### config.mk
export PLATFORM = sky130hd
export DESIGN_NAME = imem_loader_flat
export DESIGN_NICKNAME = d
export VERILOG_FILES = /design/src/rtl/imem_loader_pkg.sv /design/src/rtl/imem_loader_if.sv /design/src/rtl/imem_loader_word_assembler.sv /design/src/rtl/imem_loader.sv /design/src/flat_wrapper.sv
export SDC_FILE = /design/constraint.sdc
export NUM_CORES = 1
export LEC_CHECK = 0
export CAP_MARGIN = 20
export CORE_MARGIN = 8
export CORE_UTILIZATION = 40
export DETAILED_ROUTE_END_ITERATION = 8
export GPL_TIMING_DRIVEN = 1
export PLACE_DENSITY = 0.67
export RECOVER_POWER = 50
export SYNTH_ARGS = -nofsm -noshare
export SYNTH_HDL_FRONTEND = slang
export SYNTH_SLANG_ARGS = --single-unit
### constraint.sdc
create_clock -name clk -period 2.9 [get_ports clk]
set_clock_uncertainty 0.15 [all_clocks]
set_input_delay 0.725 -clock clk [delete_from_list [all_inputs] [get_ports clk]]
set_output_delay 0.725 -clock clk [all_outputs]
set_load 0.05 [all_outputs]
### src/rtl/imem_loader_pkg.sv
// Shared types and constants for the instruction-memory loader.
// The loader packs a byte stream into 19-bit instruction words.
package imem_loader_pkg;

   localparam int unsigned ADDR_W         = 12;
   localparam int unsigned INSTR_W        = 19;
   localparam int unsigned BYTES_PER_WORD = 3;
   localparam int unsigned LANE_W         = $clog2(BYTES_PER_WORD);

   // Bits of the third byte that have no room in the 19-bit word.
   localparam logic [7:0] BYTE2_MASK = 8'b1111_1000;

   typedef enum logic [2:0] {
      ST_IDLE,
      ST_B0,
      ST_B1,
      ST_B2,
      ST_WRITE,
      ST_DONE
   } state_e;

   typedef logic [LANE_W-1:0] lane_t;

   function automatic lane_t lane_of(input state_e s);
      case (s)
         ST_B1:   return lane_t'(1);
         ST_B2:   return lane_t'(2);
         default: return lane_t'(0);
      endcase
   endfunction

endpackage

### src/rtl/imem_loader_if.sv
// Control, byte-stream and memory-write signals of the loader.
// The slave modport is the loader itself; master is its environment.
interface imem_loader_if;
   import imem_loader_pkg::*;

   logic               start;
   logic [ADDR_W-1:0]  load_len;
   logic               byte_valid;
   logic [7:0]         byte_data;
   logic               byte_ready;
   logic               wr_en;
   logic [ADDR_W-1:0]  wr_addr;
   logic [INSTR_W-1:0] wr_data;
   logic               cpu_rst;
   logic               busy;
   logic               done;
   logic               err;

   modport slave (
      input  start, load_len, byte_valid, byte_data,
      output byte_ready, wr_en, wr_addr, wr_data, cpu_rst, busy, done, err
   );

   modport master (
      output start, load_len, byte_valid, byte_data,
      input  byte_ready, wr_en, wr_addr, wr_data, cpu_rst, busy, done, err
   );

endinterface

### src/rtl/imem_loader_word_assembler.sv
// Packing register: places each accepted byte into its lane of the word
// and flags a third byte whose upper bits would be dropped.
module word_assembler
   import imem_loader_pkg::*;
(
   input  logic               clk,
   input  logic               rst,
   input  lane_t              lane_i,
   input  logic               load_i,
   input  logic [7:0]         byte_i,
   output logic [INSTR_W-1:0] word_o,
   output logic               frm_err_o
);

   logic [INSTR_W-1:0] word_q, word_d;

   always_comb begin
      word_d = word_q;
      if (load_i) begin
         case (lane_i)
            lane_t'(0): word_d[7:0]   = byte_i;
            lane_t'(1): word_d[15:8]  = byte_i;
            default:    word_d[18:16] = byte_i[2:0];
         endcase
      end
   end

   always_ff @(posedge clk) begin
      if (!rst) word_q <= '0;
      else      word_q <= word_d;
   end

   assign word_o    = word_q;
   assign frm_err_o = load_i && (lane_i == lane_t'(2)) && |(byte_i & BYTE2_MASK);

endmodule

### src/rtl/imem_loader.sv
// Instruction-memory loader: streams bytes into 19-bit words written to
// sequential addresses, holding the datapath in reset until the load ends.
module imem_loader
   import imem_loader_pkg::*;
(
   input  logic           clk,
   input  logic           rst,
   imem_loader_if.slave   bus
);

   state_e            state_q, state_d;
   logic [ADDR_W-1:0] addr_q, addr_d;
   logic [ADDR_W-1:0] len_q, len_d;
   logic [ADDR_W-1:0] addr_inc;
   logic              err_q, err_d;
   logic              done_q, done_d;
   logic              busy_q, busy_d;
   logic              cpu_rst_q, cpu_rst_d;

   logic               in_byte_state;
   logic               xfer;
   logic               frm_err;
   logic [INSTR_W-1:0] word;

   assign in_byte_state = (state_q == ST_B0) || (state_q == ST_B1) || (state_q == ST_B2);
   assign bus.byte_ready = rst && in_byte_state;
   assign xfer           = bus.byte_valid && bus.byte_ready;
   assign addr_inc       = addr_q + 1'b1;

   word_assembler u_asm (
      .clk       (clk),
      .rst       (rst),
      .lane_i    (lane_of(state_q)),
      .load_i    (xfer),
      .byte_i    (bus.byte_data),
      .word_o    (word),
      .frm_err_o (frm_err)
   );

   always_comb begin
      state_d   = state_q;
      addr_d    = addr_q;
      len_d     = len_q;
      err_d     = err_q;
      cpu_rst_d = cpu_rst_q;

      case (state_q)
         ST_IDLE: begin
            if (bus.start) begin
               len_d     = bus.load_len;
               err_d     = 1'b0;
               addr_d    = '0;
               cpu_rst_d = 1'b1;
               state_d   = (bus.load_len == '0) ? ST_DONE : ST_B0;
            end
         end
         ST_B0: if (xfer) state_d = ST_B1;
         ST_B1: if (xfer) state_d = ST_B2;
         ST_B2: begin
            if (xfer) begin
               state_d = ST_WRITE;
               if (frm_err) err_d = 1'b1;
            end
         end
         ST_WRITE: begin
            addr_d  = addr_inc;
            state_d = (addr_inc == len_q) ? ST_DONE : ST_B0;
         end
         ST_DONE: begin
            cpu_rst_d = 1'b0;
            state_d   = ST_IDLE;
         end
         default: state_d = ST_IDLE;
      endcase

      // done/busy are registered from the next state so they align with it.
      done_d = (state_d == ST_DONE);
      busy_d = (state_d == ST_B0) || (state_d == ST_B1) ||
               (state_d == ST_B2) || (state_d == ST_WRITE);
   end

   always_ff @(posedge clk) begin
      if (!rst) begin
         state_q   <= ST_IDLE;
         addr_q    <= '0;
         len_q     <= '0;
         err_q     <= 1'b0;
         done_q    <= 1'b0;
         busy_q    <= 1'b0;
         cpu_rst_q <= 1'b1;
      end else begin
         state_q   <= state_d;
         addr_q    <= addr_d;
         len_q     <= len_d;
         err_q     <= err_d;
         done_q    <= done_d;
         busy_q    <= busy_d;
         cpu_rst_q <= cpu_rst_d;
      end
   end

   assign bus.wr_en   = rst && (state_q == ST_WRITE);
   assign bus.wr_addr = addr_q;
   assign bus.wr_data = word;
   assign bus.cpu_rst = cpu_rst_q;
   assign bus.busy    = busy_q;
   assign bus.done    = done_q;
   assign bus.err     = err_q;

endmodule

### src/flat_wrapper.sv
// flat-port wrapper written by rule: the top's interface ports become plain ports
module imem_loader_flat import imem_loader_pkg::*;
  (clk, rst, bus_start, bus_load_len, bus_byte_valid, bus_byte_data, bus_byte_ready, bus_wr_en, bus_wr_addr, bus_wr_data, bus_cpu_rst, bus_busy, bus_done, bus_err);
  imem_loader_if bus_i ();
  input  logic clk;
  input  logic rst;
  input wire logic [$bits(bus_i.start)-1:0] bus_start;
  input wire logic [$bits(bus_i.load_len)-1:0] bus_load_len;
  input wire logic [$bits(bus_i.byte_valid)-1:0] bus_byte_valid;
  input wire logic [$bits(bus_i.byte_data)-1:0] bus_byte_data;
  output wire logic [$bits(bus_i.byte_ready)-1:0] bus_byte_ready;
  output wire logic [$bits(bus_i.wr_en)-1:0] bus_wr_en;
  output wire logic [$bits(bus_i.wr_addr)-1:0] bus_wr_addr;
  output wire logic [$bits(bus_i.wr_data)-1:0] bus_wr_data;
  output wire logic [$bits(bus_i.cpu_rst)-1:0] bus_cpu_rst;
  output wire logic [$bits(bus_i.busy)-1:0] bus_busy;
  output wire logic [$bits(bus_i.done)-1:0] bus_done;
  output wire logic [$bits(bus_i.err)-1:0] bus_err;
  assign bus_i.start = bus_start;
  assign bus_i.load_len = bus_load_len;
  assign bus_i.byte_valid = bus_byte_valid;
  assign bus_i.byte_data = bus_byte_data;
  assign bus_byte_ready = bus_i.byte_ready;
  assign bus_wr_en = bus_i.wr_en;
  assign bus_wr_addr = bus_i.wr_addr;
  assign bus_wr_data = bus_i.wr_data;
  assign bus_cpu_rst = bus_i.cpu_rst;
  assign bus_busy = bus_i.busy;
  assign bus_done = bus_i.done;
  assign bus_err = bus_i.err;
  imem_loader u_core (.clk(clk), .rst(rst), .bus(bus_i));
endmodule
==> flow_metrics.py, run 1 <==
metrics = {
    "status": {
        "status": "finished, final reports clean",
    },
    "finish": {
        "post-route-util": 0.552,
        "multi_input_area_um2": 1400,
        "nNetsFinal": 376,
        "layout_common_cells": "55 x clkdlybuf4s50_1, 50 x dfxtp_1, 43 x nand2_1",
        "areaGrowthSynthToFinish_pct": 32.7,
        "post_route_cells_drive_above_1_share": 0.0625,
        "diodes": 0,
        "fin_area_um2": 3290,
        "seq_area_um2": 1000,
        "final_common_cell": "clkdlybuf4s50_1",
        "fillCellCount": 556,
    },
    "cts": {
        "hold_buffers": 0,
        "clk_path_buf_depth": 2,
        "clockRootBuffer": "clkbuf_8",
        "ctsHtreeMaxLevel": 2,
        "cts_tree": "yes",
        "clk_pin_slew_worst_paths_ns": 0.10,
        "cts_made_buffers": 5,
        "clkLatencyLatePin_ns": 0.31,
        "cts_setup_buffers": 0,
        "cts_resized": 0,
        "cts.sinks": 50,
    },
    "sta": {
        "fmax_mhz": 371,
        "rsz0062_at_grt": "false",
        "tns_ns": 0,
        "finalCritPeriodShare": 0.929,
        "hold_viol": 0,
        "setup_viol": 0,
        "worst_pin_slew_ns": 1.00,
        "holdWs_ns": 0.334,
        "drv_slew": 0,
        "layout_min_cycle_time_ns": 2.69,
        "timing.slew.headroom": 0.332,
    },
    "critical_path": {
        "arrival_ns": 1.82,
        "rr_worst_depth": 6,
        "regToRegSetupSlack_ns": 0.48,
        "worstSetupEndpointType": "output pin",
        "path_max_fanout": 5,
        "reg2reg_to": "u_core.bus.done$_SDFF_PN0_",
        "r2r_start": "u_core.bus.wr_addr[3]$_SDFFE_PN0P_",
        "critPathKind": "in -> out",
        "worstPathRequired_ns": 2.03,
        "startpoint_type": "primary input",
    },
    "yosys": {
        "synth_ff_type": "dfxtp_1",
        "yosysTopAreaCell": "dfxtp_1",
        "synth_top_area_share": 0.404,
        "synthCells": 287,
        "syn_area_per_cell_um2": 8.64,
        "syn-cell-area_um2": 2480,
        "synth-warning-count": 0,
        "yosys.cell_types.count": 47,
        "synth-seq-cells": 50,
        "synth.area.top_cells": "dfxtp_1 40%, mux2i_1 7.7%, nor2b_1 7.1%",
        "synth_edf_count": 0,
        "yosysSeqAreaShare": 0.404,
        "async_flop_share": 0,
        "synth_fp_nets": 312,
    },
    "global_routing": {
        "track_usage": 0.142,
        "grt_pass1_vias": 2105,
        "antenna_found_initial": 0,
        "grt_start_max_net_pins": 26,
        "grt_pass1_wl_um": 10300,
        "grt-ovfl-total": 0,
    },
    "job": {
        "cap_viol_max_count": 0,
    },
    "hold_path": {
        "hold-path-endpoint": "u_core.len_q[4]$_SDFFE_PN0P_",
        "hold_start": "u_core.len_q[4]$_SDFFE_PN0P_",
        "holdPathStages": 2,
        "min_path_type": "reg -> reg",
    },
    "die": {
        "num_rows": 28,
        "die_h_um": 94.7,
        "core_um2": 5960,
        "die_w_um": 94.7,
        "io_pins": 61,
        "initial_utilization": 0.416,
        "dieArea_um2": 8970,
    },
    "power_and_ir_drop": {
        "report.power.total_w": 0.00137,
        "p_int_w": 0.000981,
        "powerDensity_nw_per_um2": 417,
        "p_comb_frac": 0.149,
        "p_leak_nw": 1.17,
        "switching_share": 0.284,
        "power.switching_w": 0.000389,
        "clkPwrFrac": 0.323,
        "peakVddDrop_v": 0.000257,
        "seqPwrFrac": 0.528,
    },
    "routing": {
        "firstDrtPassIters": 4,
        "ant_nets": 0,
        "routedWlPerCell_um": 14.7,
        "viasPerCell": 5.14,
        "drc_errors": 0,
        "wirelength_um": 6290,
        "vias": 2195,
        "initialDrtViolationCount": 76,
    },
    "placement": {
        "dp_hpwl_um": 4730,
        "placedInstanceArea_um2": 3220,
        "place.gp.congestion": 0.886,
        "portBuffers": 60,
    },
}
power by group through the flow:
stage                     combinational (W)  sequential, W  clock, W
after floorplan                    0.000102       0.000756         0
after CTS                          0.000211       0.000723  0.000456
after global placement             0.000210       0.000738         0
after global routing               0.000225       0.000726  0.000477
after detailed placement           0.000210       0.000739         0
final                              0.000204       0.000723  0.000443
cell type report:
class | instances | area share
well taps | 75 | 0.0285
repair buffers | 71 | 0.209
clock inverters | 3 | 0.00875
multi-input cells | 220 | 0.425
inverters | 3 | 0.00342
flip-flops and latches | 50 | 0.304
clock buffers | 5 | 0.0209
metal layers:
layer / global-route usage / routed length (um)
met1: 0.192 / 3070
met2: 0.220 / 2830
met3: 0.0325 / 360
met4: 0.0429 / 40
met5: 0 / 0
per-stage QoR:
stage	worst slack, ns	instances
after global placement	0.274	419
after detailed placement	0.249	419
after global routing	0.101	427
after CTS	0.235	427
after floorplan	0.339	287
final	0.207	427
state kept, by name (all words and copies together), names as in the netlist:
register,count
u_core.bus.done,1
u_core.bus.wr_addr,12
u_core.bus.cpu_rst,1
u_core.u_asm.word_o,19
u_core.bus.err,1
u_core.bus.busy,1
u_core.state_q,3
u_core.len_q,12
cell families after synthesis:
logic type	share of synthesized area
AND/OR/NAND/NOR	0.269
AO/OA/AOI/OAI	0.160
XOR/XNOR	0.0530
multiplexers	0.0813
flip-flops	0.404
buffers and inverters	0.0283
adder cells (fa/ha/maj)	0.00505
worst max-delay path, cell delays in order:
cell and delay, ns:
dlygate4sd3_1 0.59, nand2b_1 0.14, nor2_1 0.20, buf_12 0.16
worst max-delay path by stage:
stage	from	cells past startpoint	endpoint
after floorplan	u_core.bus.wr_addr[3]$_SDFFE_PN0P_	7	u_core.bus.done$_SDFF_PN0_
after CTS	u_core.bus.wr_addr[3]$_SDFFE_PN0P_	1	bus_wr_addr[3]
after detailed placement	rst	4	bus_byte_ready
after global routing	bus_start	7	u_core.bus.done$_SDFF_PN0_
after global placement	rst	4	bus_byte_ready
final	rst	4	bus_byte_ready
synthesized netlist by cell type, types with 2 or more instances:
| cell | n |
|---|---|
| dfxtp_1 | 50 |
| nand2_1 | 43 |
| nor2b_1 | 28 |
| mux2i_1 | 19 |
| a21boi_0 | 15 |
| nor2_1 | 15 |
| o21ai_0 | 12 |
| clkbuf_1 | 11 |
| nor3_1 | 10 |
| xnor2_1 | 9 |
| a21oi_1 | 8 |
| nor4_1 | 7 |
| xor2_1 | 6 |
| nand3_1 | 4 |
| o211ai_1 | 4 |
| o21a_1 | 4 |
| a31oi_1 | 3 |
| inv_1 | 3 |
| nand4_1 | 3 |
| and2_1 | 2 |
| buf_2 | 2 |
| nor3_2 | 2 |
| o31ai_1 | 2 |
| or3_1 | 2 |
No activity file was read; power rests on OpenSTA's default activity.
==> run 2: changes to the inputs <==
- CORE_UTILIZATION: 40 -> 30
- PLACE_DENSITY: 0.67 -> unset
==> flow_metrics.py, run 2 (synthesis results as in run 1) <==
metrics = {
    "routing": {
        "initialDrtViolationCount": 63,
        "viasPerCell": 4.80,
        "drc_errors": 0,
        "firstDrtPassIters": 4,
        "wirelength_um": 6670,
        "ant_nets": 0,
        "vias": 2181,
        "routedWlPerCell_um": 14.7,
    },
    "cts": {
        "cts_made_buffers": 5,
        "cts_setup_buffers": 0,
        "hold_buffers": 0,
        "clk_pin_slew_worst_paths_ns": 0.09,
        "ctsHtreeMaxLevel": 2,
        "cts_resized": 0,
        "cts.sinks": 50,
        "clkLatencyLatePin_ns": 0.31,
        "cts_tree": "yes",
        "clockRootBuffer": "clkbuf_8",
        "clk_path_buf_depth": 2,
    },
    "finish": {
        "post_route_cells_drive_above_1_share": 0.0544,
        "fillCellCount": 855,
        "areaGrowthSynthToFinish_pct": 33.3,
        "diodes": 0,
        "nNetsFinal": 373,
        "layout_common_cells": "56 x clkdlybuf4s50_1, 50 x dfxtp_1, 43 x nand2_1",
        "post-route-util": 0.408,
        "stdcell_count": 454,
        "final_common_cell": "clkdlybuf4s50_1",
        "largest_register_ffs": 19,
        "fin_area_um2": 3300,
    },
    "sta": {
        "fmax_mhz": 371,
        "setup_viol": 0,
        "worst_pin_slew_ns": 0.696,
        "hold_viol": 0,
        "finalCritPeriodShare": 0.930,
        "timing.slew.headroom": 0.536,
        "holdWs_ns": 0.334,
        "tns_ns": 0,
        "rsz0062_at_grt": "false",
        "drv_slew": 0,
        "layout_min_cycle_time_ns": 2.70,
    },
    "die": {
        "initial_utilization": 0.306,
        "num_rows": 33,
        "io_pins": 61,
        "die_w_um": 107,
        "core_um2": 8090,
        "dieArea_um2": 11400,
        "die_h_um": 107,
    },
    "global_routing": {
        "track_usage": 0.120,
        "grt_pass1_vias": 2214,
        "grt-ovfl-total": 0,
        "grt_start_max_net_pins": 34,
        "antenna_found_initial": 0,
        "grt_pass1_wl_um": 11200,
    },
    "power_and_ir_drop": {
        "powerDensity_nw_per_um2": 414,
        "peakVddDrop_v": 0.000224,
        "p_leak_nw": 1.15,
    },
    "critical_path": {
        "arrival_ns": 1.82,
        "critPathKind": "in -> out",
        "startpoint_type": "primary input",
        "worstPathRequired_ns": 2.03,
        "startpoint": "rst",
        "regToRegSetupSlack_ns": 0.43,
        "reg2reg_to": "u_core.bus.done$_SDFF_PN0_",
        "worstSetupEndpointType": "output pin",
        "path_max_fanout": 5,
        "endpoint": "bus_byte_ready",
        "r2r_start": "u_core.bus.wr_addr[0]$_SDFFE_PN0P_",
        "rr_worst_depth": 7,
    },
    "placement": {
        "dp_cells": 446,
        "place.gp.congestion": 0.860,
        "portBuffers": 60,
        "dp_hpwl_um": 5000,
        "placedInstanceArea_um2": 3230,
    },
    "job": {
        "cap_viol_max_count": 0,
    },
    "hold_path": {
        "hold_start": "u_core.len_q[3]$_SDFFE_PN0P_",
        "min_path_type": "reg -> reg",
    },
    "status": {
        "status": "finished, final reports clean",
    },
}
## run 2: where the power goes
part	internal (W)	total, W	leakage, nW	switching, W
registers	0.000707	0.000731	0.406	0.0000233
logic	0.0000905	0.000196	0.697	0.000106
clock network	0.000181	0.000442	0.0506	0.000261
## run 2: cell type report
cell class | instances | area (um2) | share of cell area
multi-input cells | 220 | 1400 | 0.423
flip-flops and latches | 50 | 1000 | 0.303
repair buffers | 68 | 666 | 0.201
well taps | 105 | 131 | 0.0398
clock buffers | 5 | 68.8 | 0.0208
clock inverters | 3 | 28.8 | 0.00871
inverters | 3 | 11.3 | 0.00341
## run 2: worst max-delay path: stages
cell,delay (ns)
dlygate4sd3_1,0.58
nand2b_1,0.15
nor2_1,0.20
buf_12,0.16
## run 2: routing by layer
metal  track usage  wire, um  vias to the layer above
met2         0.199      3150                       42
met5             0         0                        -
met4        0.0372        88                        0
met3        0.0186       223                        8
li1              -         -                     1134
met1         0.155      3210                      997
## run 2: worst min-delay path by stage
stage	cells after the start	to	slack [ns]
finish	2	u_core.len_q[3]$_SDFFE_PN0P_	0.33
global route	2	u_core.len_q[6]$_SDFFE_PN0P_	0.34
CTS	2	u_core.len_q[0]$_SDFFE_PN0P_	0.34
detailed placement	2	u_core.len_q[0]$_SDFFE_PN0P_	0.32
global placement	2	u_core.len_q[3]$_SDFFE_PN0P_	0.32
floorplan	2	u_core.len_q[10]$_SDFFE_PN0P_	0.31
## run 2: per-stage QoR
stage / worst slack, ns / power, W
2_1_floorplan: 0.339 / 0.000857
3_3_place_gp: 0.261 / 0.000946
3_5_place_dp: 0.257 / 0.000948
4_1_cts: 0.249 / 0.00139
5_1_grt: 0.160 / 0.00144
6_report: 0.204 / 0.00137
